[src/rtl/vertex_streamer_if.sv]
// vertex_streamer_if: valid/ready vertex stream carrying a signed (x,y,z) point plus index and last flag.
interface vertex_streamer_if #(
    parameter int POINT_WIDTH = 12,
    parameter int IDX_WIDTH   = 5
);
    logic signed [POINT_WIDTH-1:0] pt_out [3];
    logic                          valid_out;
    logic                          last_out;
    logic [IDX_WIDTH-1:0]          idx_out;
    logic                          ready_in;
    modport master (output pt_out, valid_out, last_out, idx_out, input ready_in);
    modport slave  (input pt_out, valid_out, last_out, idx_out, output ready_in);
endinterface

[src/rtl/vertex_streamer.sv]
// vertex_streamer: streams a fixed 20-entry cube/dodecahedron vertex table per start pulse over valid/ready.
// Optional VERTEX_STREAMER_SCALE_EN adds scale_shift, an arithmetic right shift captured at frame start.
module vertex_streamer #(
    parameter int POINT_WIDTH = 12,
    parameter int NUM_POINTS  = 20
) (
    input  logic              clk,
    input  logic              rst,
    input  logic              start,
    input  logic              abort,
`ifdef VERTEX_STREAMER_SCALE_EN
    input  logic [1:0]        scale_shift,
`endif
    vertex_streamer_if.master vs,
    output logic              busy,
    output logic              done
);
    localparam int IDX_WIDTH = NUM_POINTS > 1 ? $clog2(NUM_POINTS) : 1;
    localparam logic [IDX_WIDTH-1:0] LAST_IDX = IDX_WIDTH'(NUM_POINTS - 1);

    typedef enum logic {IDLE, STREAM} state_t;

    // Cube corners use index bits as sign bits (x slowest); dodecahedron entries are
    // (0, +/-1656, +/-632) rotated left by (k mod 3), sign pair selected by k/3.
    function automatic int coord(input int i, input int a);
        int k;
        int v [3];
        if (i < 8) return ((i >> (2 - a)) & 1) != 0 ? 1024 : -1024;
        k    = i - 8;
        v[0] = 0;
        v[1] = k / 3 >= 2 ? 1656 : -1656;
        v[2] = (k / 3) % 2 != 0 ? 632 : -632;
        return v[(a + k % 3) % 3];
    endfunction

    state_t                        state_q, state_d;
    logic signed [POINT_WIDTH-1:0] pt_q [3];
    logic signed [POINT_WIDTH-1:0] pt_d [3];
    logic                          valid_q, valid_d;
    logic                          last_q, last_d;
    logic                          busy_q, busy_d;
    logic                          done_q, done_d;
    logic [IDX_WIDTH-1:0]          idx_q, idx_d, nxt_idx;
    logic [1:0]                    shift_eff;
    logic                          hs, load;

`ifdef VERTEX_STREAMER_SCALE_EN
    logic [1:0] shift_q, shift_d;
    // Input is followed while idle, so the value present on the accepting edge is what gets held.
    assign shift_eff = state_q == IDLE ? scale_shift : shift_q;
    assign shift_d   = shift_eff;
    always_ff @(posedge clk or negedge rst) begin
        if (!rst) shift_q <= '0;
        else      shift_q <= shift_d;
    end
`else
    assign shift_eff = 2'd0;
`endif

    always_comb begin
        hs      = valid_q & vs.ready_in;
        load    = state_q == IDLE ? start & ~abort : ~abort & hs & ~last_q;
        nxt_idx = state_q == IDLE ? '0 : idx_q + 1'b1;
        state_d = state_q;
        pt_d    = pt_q;
        valid_d = valid_q;
        last_d  = last_q;
        busy_d  = busy_q;
        idx_d   = idx_q;
        done_d  = 1'b0;
        if (load) begin
            state_d = STREAM;
            valid_d = 1'b1;
            busy_d  = 1'b1;
            idx_d   = nxt_idx;
            last_d  = nxt_idx == LAST_IDX;
            for (int a = 0; a < 3; a++)
                pt_d[a] = POINT_WIDTH'(coord(int'(nxt_idx), a) >>> shift_eff);
        end else if (state_q == STREAM && (abort || hs)) begin
            // Abort takes priority over a simultaneous final handshake and suppresses done.
            state_d = IDLE;
            valid_d = 1'b0;
            busy_d  = 1'b0;
            last_d  = 1'b0;
            done_d  = ~abort;
        end
    end

    always_ff @(posedge clk or negedge rst) begin
        if (!rst) begin
            state_q <= IDLE;
            pt_q    <= '{default: '0};
            valid_q <= 1'b0;
            last_q  <= 1'b0;
            busy_q  <= 1'b0;
            done_q  <= 1'b0;
            idx_q   <= '0;
        end else begin
            state_q <= state_d;
            pt_q    <= pt_d;
            valid_q <= valid_d;
            last_q  <= last_d;
            busy_q  <= busy_d;
            done_q  <= done_d;
            idx_q   <= idx_d;
        end
    end

    assign vs.pt_out    = pt_q;
    assign vs.valid_out = valid_q;
    assign vs.last_out  = last_q;
    assign vs.idx_out   = idx_q;
    assign busy         = busy_q;
    assign done         = done_q;
endmodule

[src/flat_wrapper.sv]
// flat-port wrapper written by rule: the top's interface ports become plain ports
module vertex_streamer_flat 
#(
    parameter int POINT_WIDTH = 12,
    parameter int NUM_POINTS  = 20
)
  (clk, rst, start, abort, busy, done, vs_pt_out, vs_valid_out, vs_last_out, vs_idx_out, vs_ready_in);
  vertex_streamer_if #(.POINT_WIDTH(POINT_WIDTH), .IDX_WIDTH(5)) vs_i ();
  input  logic clk;
  input  logic rst;
  input  logic start;
  input  logic abort;
  output logic busy;
  output logic done;
  output wire logic [$bits(vs_i.pt_out)-1:0] vs_pt_out;
  output wire logic [$bits(vs_i.valid_out)-1:0] vs_valid_out;
  output wire logic [$bits(vs_i.last_out)-1:0] vs_last_out;
  output wire logic [$bits(vs_i.idx_out)-1:0] vs_idx_out;
  input wire logic [$bits(vs_i.ready_in)-1:0] vs_ready_in;
  assign vs_pt_out = {>>{vs_i.pt_out}};
  assign vs_valid_out = vs_i.valid_out;
  assign vs_last_out = vs_i.last_out;
  assign vs_idx_out = vs_i.idx_out;
  assign vs_i.ready_in = vs_ready_in;
  vertex_streamer #(.POINT_WIDTH(POINT_WIDTH), .NUM_POINTS(NUM_POINTS)) u_core (.clk(clk), .rst(rst), .start(start), .abort(abort), .vs(vs_i), .busy(busy), .done(done));
endmodule
[config.mk]
export PLATFORM = sky130hd
export DESIGN_NAME = vertex_streamer_flat
export DESIGN_NICKNAME = d
export VERILOG_FILES = /design/src/rtl/vertex_streamer_if.sv /design/src/rtl/vertex_streamer.sv /design/src/flat_wrapper.sv
export SDC_FILE = /design/constraint.sdc
export NUM_CORES = 1
export LEC_CHECK = 0
export ABC_AREA = 1
export CORE_UTILIZATION = 30
export CTS_CLUSTER_SIZE = 40
export DETAILED_ROUTE_END_ITERATION = 8
export GPL_TIMING_DRIVEN = 0
export PLACE_DENSITY = 0.56
export SYNTH_ARGS = -nofsm -noshare
export SYNTH_HDL_FRONTEND = slang
export SYNTH_SLANG_ARGS = --single-unit
[constraint.sdc]
create_clock -name clk -period 24.2 [get_ports clk]
set_clock_uncertainty 0.2 [all_clocks]
set_input_delay 2.42 -clock clk [delete_from_list [all_inputs] [get_ports clk]]
set_output_delay 2.42 -clock clk [all_outputs]
set_load 0.03 [all_outputs]
==> impl_metrics.json, run 1 <==
{
  "status": "complete, no violations",
  "place_area_um2": 5430,
  "cpMostUsedCell": "nand2_1",
  "drt-initial-drc-count": 233,
  "dpl.hpwl_um": 9120,
  "die_w_um": 128,
  "vias": 4758,
  "yosysWarnings": 0,
  "place_congestion": 0.813,
  "die_area_um2": 16300,
  "areaGrowthSynthToFinish_pct": 16.3,
  "ys_seq_area_share_pct": 12.2,
  "setup_tns_ns": 0,
  "setup_viol": 0,
  "routed_wirelength_um": 10900,
  "reg2reg_slack_ns": 13.58,
  "max_stage_delay_ns": 0.42,
  "numPortBuffers": 40,
  "rows": 45,
  "tritoncts": "built",
  "avgRoutedWirePerCell_um": 10.1,
  "max_freq_mhz": 94.1,
  "rsz0062_at_grt": "false",
  "max_slew.worst_pin.slew_ns": 1.02,
  "grt_max_degree": 24,
  "post_cts_resized": 0,
  "startpoint_type": "flip-flop",
  "worstPathMaxFanout": 13,
  "ant_nets": 0,
  "cpMaxStageDelayCell": "dfrtp_1",
  "via_per_inst": 4.44,
  "core_um2": 15300,
  "grt_pass1_vias": 4224,
  "firstDrtPassIters": 4,
  "ys_ff_latch": 23,
  "critical_path_arrival_ns": 10.57,
  "synthCells": 809,
  "clock-sinks": 23,
  "clockBufferDepth": 2,
  "antenna_cells": 0,
  "fin_crit_sh_pct": 43.9,
  "postCtsSetupBuffers": 0,
  "nets": 896,
  "syn_area_um2": 4730,
  "cp-end-kind": "flip-flop",
  "hold_buffers": 0,
  "hold_viol": 0,
  "worstHoldPathType": "flip-flop to flip-flop",
  "worstPathRequired_ns": 24.14,
  "pre_cts_slack_ns": 13.61,
  "critical_path_class": "flip-flop to flip-flop",
  "slew_headroom_pct": 31.6,
  "finalInstanceArea_um2": 5500,
  "htreeDepth": 1,
  "period_minus_slack_ns": 10.62,
  "fin_ws_ns": 13.58,
  "die_y_um": 128,
  "grt-ovfl-total": 0,
  "clk_pin_slew_ns": 0.06,
  "whs_ns": 0.279,
  "avgSynthCellArea_um2": 5.85,
  "maxCapViolations": 0,
  "drv_slew": 0,
  "ios": 50,
  "cts.root.buffer_cell": "clkbuf_16",
  "route.detailed.drc": 0,
  "clkLatencyLatePin_ns": 0.25,
  "numCtsBuffers": 3,
  "antenna_found_initial": 0,
  "synth_cell_types": 45,
  "grtUsageTotal_pct": 13.7,
  "drive_gt1_share_pct": 17.3,
  "grt_pass1_wl_um": 19000,
  "initial_core_util_pct": 30.9
}
==> cells in the final DEF (no fill, tap or decap), types with 2 or more instances in the layout <==
master,netlist,routed
o21ai_1,19,19
nor2_1,60,60
nand2_1,278,278
buf_2,4,4
inv_2,25,25
nand2_4,4,4
clkbuf_1,2,3
nand2_2,22,22
xor2_1,9,9
nor2_4,10,10
nand3_2,22,22
nand3_4,2,2
clkdlybuf4s50_1,0,40
conb_1,1,9
o21ai_0,10,10
buf_4,23,23
nor3_1,4,4
dfrtp_1,23,23
inv_1,92,92
a21oi_1,24,24
nor2_2,13,13
nand3_1,69,69
xor2_2,3,3
or2_2,2,2
xnor2_1,3,3
a21oi_4,2,2
ha_1,29,29
a22o_1,3,3
nand4_1,24,24
o21ai_2,7,7
clkbuf_16,0,3
nand3b_1,5,5
==> path summary, 6_finish.rpt <==
path,to,cells after the start,start
min in group asynchronous,u_core.vs.last_out$_DFFE_PN0P_,1,rst
worst min register to register,u_core.vs.pt_out[27]$_DFFE_PN0P_,2,u_core.vs.pt_out[27]$_DFFE_PN0P_
max in group asynchronous,u_core.vs.pt_out[10]$_DFFE_PN0P_,1,rst
worst max-delay path,u_core.vs.pt_out[21]$_DFFE_PN0P_,72,u_core.vs.idx_out[1]$_DFFE_PN0P_
worst max register to register,u_core.vs.pt_out[21]$_DFFE_PN0P_,72,u_core.vs.idx_out[1]$_DFFE_PN0P_
worst min-delay path,u_core.vs.pt_out[27]$_DFFE_PN0P_,2,u_core.vs.pt_out[27]$_DFFE_PN0P_
==> synthesized netlist by cell type (all sizes together) <==
library cell  number  area (um2)
a21o               1        7.51
a311oi             1        8.76
nand3             93         601
nand2            305        1250
xor2              12         128
o21ai             36         206
nor2              83         419
nor3               4        20.0
or2                2        12.5
ha                29         363
nand3b             5        37.5
o31ai              2        20.0
xnor2              3        26.3
conb               1        3.75
and2               2        15.0
nand2b             1        6.26
a21oi             27         161
nand4             25         171
buf               29         208
dfrtp             23         576
a22o               3        26.3
inv              118         445
a21boi             1        7.51
o21bai             1        7.51
clkbuf             2        7.51
==> metal layers <==
layer,share of wire [%],track usage [%],vias to the layer above,wire [um]
li1,-,-,2645,-
met1,53,19.9,2047,5790
met2,43,22.8,62,4710
met3,2.9,0.712,4,320
met4,0.43,1.66,0,47
met5,0,0,-,0
==> worst max-delay path, delay by kind of cell (launching register included) <==
family          cells  cell delay (ns)
flops               1             0.42
xor+xnor            1             0.37
simple gates       42             4.95
fa+ha+maj          10             2.32
compound gates      2             0.33
buf+inv            17             1.90
==> registers in the layout, indices dropped and copies added, names as in the netlist <==
signal / flops
u_core.vs.last_out: 1
u_core.vs.pt_out: 15
u_core.vs.valid_out: 1
u_core.vs.idx_out: 5
u_core.done: 1
==> through the flow <==
stage,cells,util (%)
2_1_floorplan,817,-
3_3_place_gp,1068,35.4
3_5_place_dp,1068,35.4
4_1_cts,1072,35.9
5_1_grt,1072,35.9
6_report,1072,35.9
==> cell families after synthesis <==
| family | after synthesis | share of synthesized area (%) |
|---|---|---|
| AO/OA/AOI/OAI | 72 | 9.42 |
| XOR/XNOR | 15 | 3.25 |
| adder cells (fa/ha/maj) | 29 | 7.67 |
| buffers and inverters | 149 | 14.0 |
| flip-flops | 23 | 12.2 |
| other | 1 | 0.0793 |
| AND/OR/NAND/NOR | 520 | 53.5 |
==> final cells by class <==
class,count,area (um2)
multi-input cells,645,3520
fillers,1727,9810
flip-flops and latches,23,576
plain buffers,31,215
repair buffers,40,400
clock buffers,4,78.8
inverters,118,445
well taps,211,264
Power of run 1 is left out: the tool's default activity adds up to more than one toggle a clock period on the data nets, which glitch-free logic cannot reach.
==> run 2: changes to the inputs <==
--- a/config.mk
+++ b/config.mk
@@ -10,7 +10,7 @@
 export CTS_CLUSTER_SIZE = 40
 export DETAILED_ROUTE_END_ITERATION = 8
 export GPL_TIMING_DRIVEN = 0
-export PLACE_DENSITY = 0.56
+export PLACE_DENSITY = 0.57
 export SYNTH_ARGS = -nofsm -noshare
 export SYNTH_HDL_FRONTEND = slang
 export SYNTH_SLANG_ARGS = --single-unit
==> constraint.sdc (replaced) <==
create_clock -name clk -period 9.2 [get_ports clk]
set_clock_uncertainty 0.2 [all_clocks]
set_input_delay 0.92 -clock clk [delete_from_list [all_inputs] [get_ports clk]]
set_output_delay 0.92 -clock clk [all_outputs]
set_load 0.03 [all_outputs]
==> run 2 against run 1 <==
Compared with the run above: flip-flop and latch count unchanged; count of clock-buffer cells in the layout stayed put; register-to-register slack worse by 13 ns; worst setup slack lost 13 ns; final cell count is 4.6% higher; fmax grew 24%; first-iteration DRC count is 4.7% higher; core utilization increased by 5.5 points; non-clock buffer count grew 49; sequential share of layout area shrank 1.3 points; routed wire length up 10%; worst hold slack improved by 0.0016 ns; highest routed layer unchanged.
==> impl_metrics.json, run 2 (synthesis gave the netlist of run 1 again) <==
{
  "use_met2_pct": 23.9,
  "worstHoldPathType": "flip-flop to flip-flop",
  "worstPathMaxFanout": 5,
  "hold_viol": 0,
  "status": "complete, no violations",
  "die_area_um2": 16300,
  "dpl.hpwl_um": 9120,
  "place_congestion": 0.767,
  "numPortBuffers": 40,
  "avgRoutedWirePerCell_um": 10.7,
  "fin_cells": 1121,
  "clk_pin_slew_ns": 0.06,
  "setup_viol": 0,
  "grt_pass1_vias": 4264,
  "largest_reg_flops": 15,
  "final_common_cell": "nand2_1",
  "worstPathRequired_ns": 9.14,
  "grtUsageTotal_pct": 13.9,
  "place_area_um2": 5430,
  "vias": 5095,
  "die_y_um": 128,
  "finalInstanceArea_um2": 6350,
  "route.detailed.drc": 0,
  "max_stage_delay_ns": 0.36,
  "grt-ovfl-total": 0,
  "cts.root.buffer_cell": "clkbuf_16",
  "clkLatencyLatePin_ns": 0.25,
  "cpMaxStageDelayCell": "dfrtp_2",
  "rows": 45,
  "grt_pass1_wl_um": 19100,
  "areaGrowthSynthToFinish_pct": 34.1,
  "fin_ws_ns": 0.599,
  "drive_gt1_share_pct": 32.2,
  "ios": 50,
  "nets": 945,
  "htreeDepth": 1,
  "tritoncts": "built",
  "core_um2": 15300,
  "startpoint_type": "flip-flop",
  "period_minus_slack_ns": 8.60,
  "cp-end-kind": "flip-flop",
  "numCtsBuffers": 3,
  "grt_max_degree": 24,
  "pre_cts_slack_ns": -1.18,
  "antenna_found_initial": 0,
  "initial_core_util_pct": 30.9,
  "clock-sinks": 23,
  "die_w_um": 128,
  "drv_slew": 0,
  "ant_nets": 0,
  "slew_headroom_pct": 33.4,
  "via_per_inst": 4.55,
  "setup_tns_ns": 0,
  "max_freq_mhz": 116,
  "fin_crit_sh_pct": 93.5,
  "max_slew.worst_pin.slew_ns": 0.996,
  "critical_path_arrival_ns": 8.54,
  "dp.cells": 1068,
  "clockBufferDepth": 2,
  "met1_usage_pct": 19.3,
  "hold_buffers": 0,
  "firstDrtPassIters": 4,
  "grtUsageMet3_pct": 1.01,
  "layout_common_cells": "247 x nand2_1, 79 x inv_1, 72 x buf_4",
  "maxCapViolations": 0,
  "gr-max-usage-layer": "met2",
  "routed_wirelength_um": 12000,
  "critical_path_class": "flip-flop to flip-flop",
  "antenna_cells": 0,
  "drt-initial-drc-count": 244
}
==> run 2: changes by cell type in the layout (fill, tap and decap cells not counted), sizes merged <==
cell | previous run | this run
buf | 29 | 78
==> run 2: worst max-delay path, delay by kind of cell, from the launching register on <==
family	cells	cell delay [ns]
simple gates	45	4.31
fa+ha+maj	10	1.97
buf+inv	16	1.18
compound gates	3	0.46
flops	1	0.36
==> run 2: layer usage <==
layer,vias up,share of wire (%)
li1,2744,-
met1,2277,50
met2,70,47
met3,4,2.8
met4,0,0.34
met5,-,0
==> run 2: path summary, 6_finish.rpt <==
| check | start | end | slack, ns | depth (start not counted) |
|---|---|---|---|---|
| max in group asynchronous | rst | u_core.vs.idx_out[0]$_DFFE_PN0P_ | 7.11 | 1 |
| min in group asynchronous | rst | u_core.done$_DFF_PN0_ | 1.02 | 1 |
| min | u_core.vs.pt_out[3]$_DFFE_PN0P_ | u_core.vs.pt_out[3]$_DFFE_PN0P_ | 0.28 | 2 |
| max | u_core.vs.idx_out[1]$_DFFE_PN0P_ | u_core.vs.pt_out[23]$_DFFE_PN0P_ | 0.60 | 74 |
| max reg2reg | u_core.vs.idx_out[1]$_DFFE_PN0P_ | u_core.vs.pt_out[23]$_DFFE_PN0P_ | 0.60 | 74 |
| min reg2reg | u_core.vs.pt_out[3]$_DFFE_PN0P_ | u_core.vs.pt_out[3]$_DFFE_PN0P_ | 0.28 | 2 |
==> run 2: repair_timing <==
| action | in CTS | in global routing |
|---|---|---|
| pin swaps | 17 | 55 |
| resized for setup | 37 | 86 |
| endpoints found under the setup margin | 15 | 15 |
| buffers inserted | 19 | 31 |
| endpoints found under the hold margin | 0 | 0 |
| gates cloned | 0 | 0 |
==> run 2: cell type report <==
type | instances | area [um2]
Buffer | 30 | 229
Clock buffer | 4 | 78.8
Fill cell | 1675 | 8970
Inverter | 118 | 445
Multi-Input combinational cell | 645 | 3970
Sequential cell | 23 | 578
Tap cell | 211 | 264
Timing Repair Buffer | 90 | 779
==> run 2: per-stage QoR <==
| stage | hold slack, ns | utilization [%] |
|---|---|---|
| finish | 0.281 | 41.4 |
| global route | 0.300 | 41.4 |
| CTS | 0.286 | 37.9 |
| detailed placement | 0.271 | 35.5 |
| global placement | 0.262 | 35.5 |
| floorplan | 0.424 | - |
Power of run 2 is left out for the same reason.
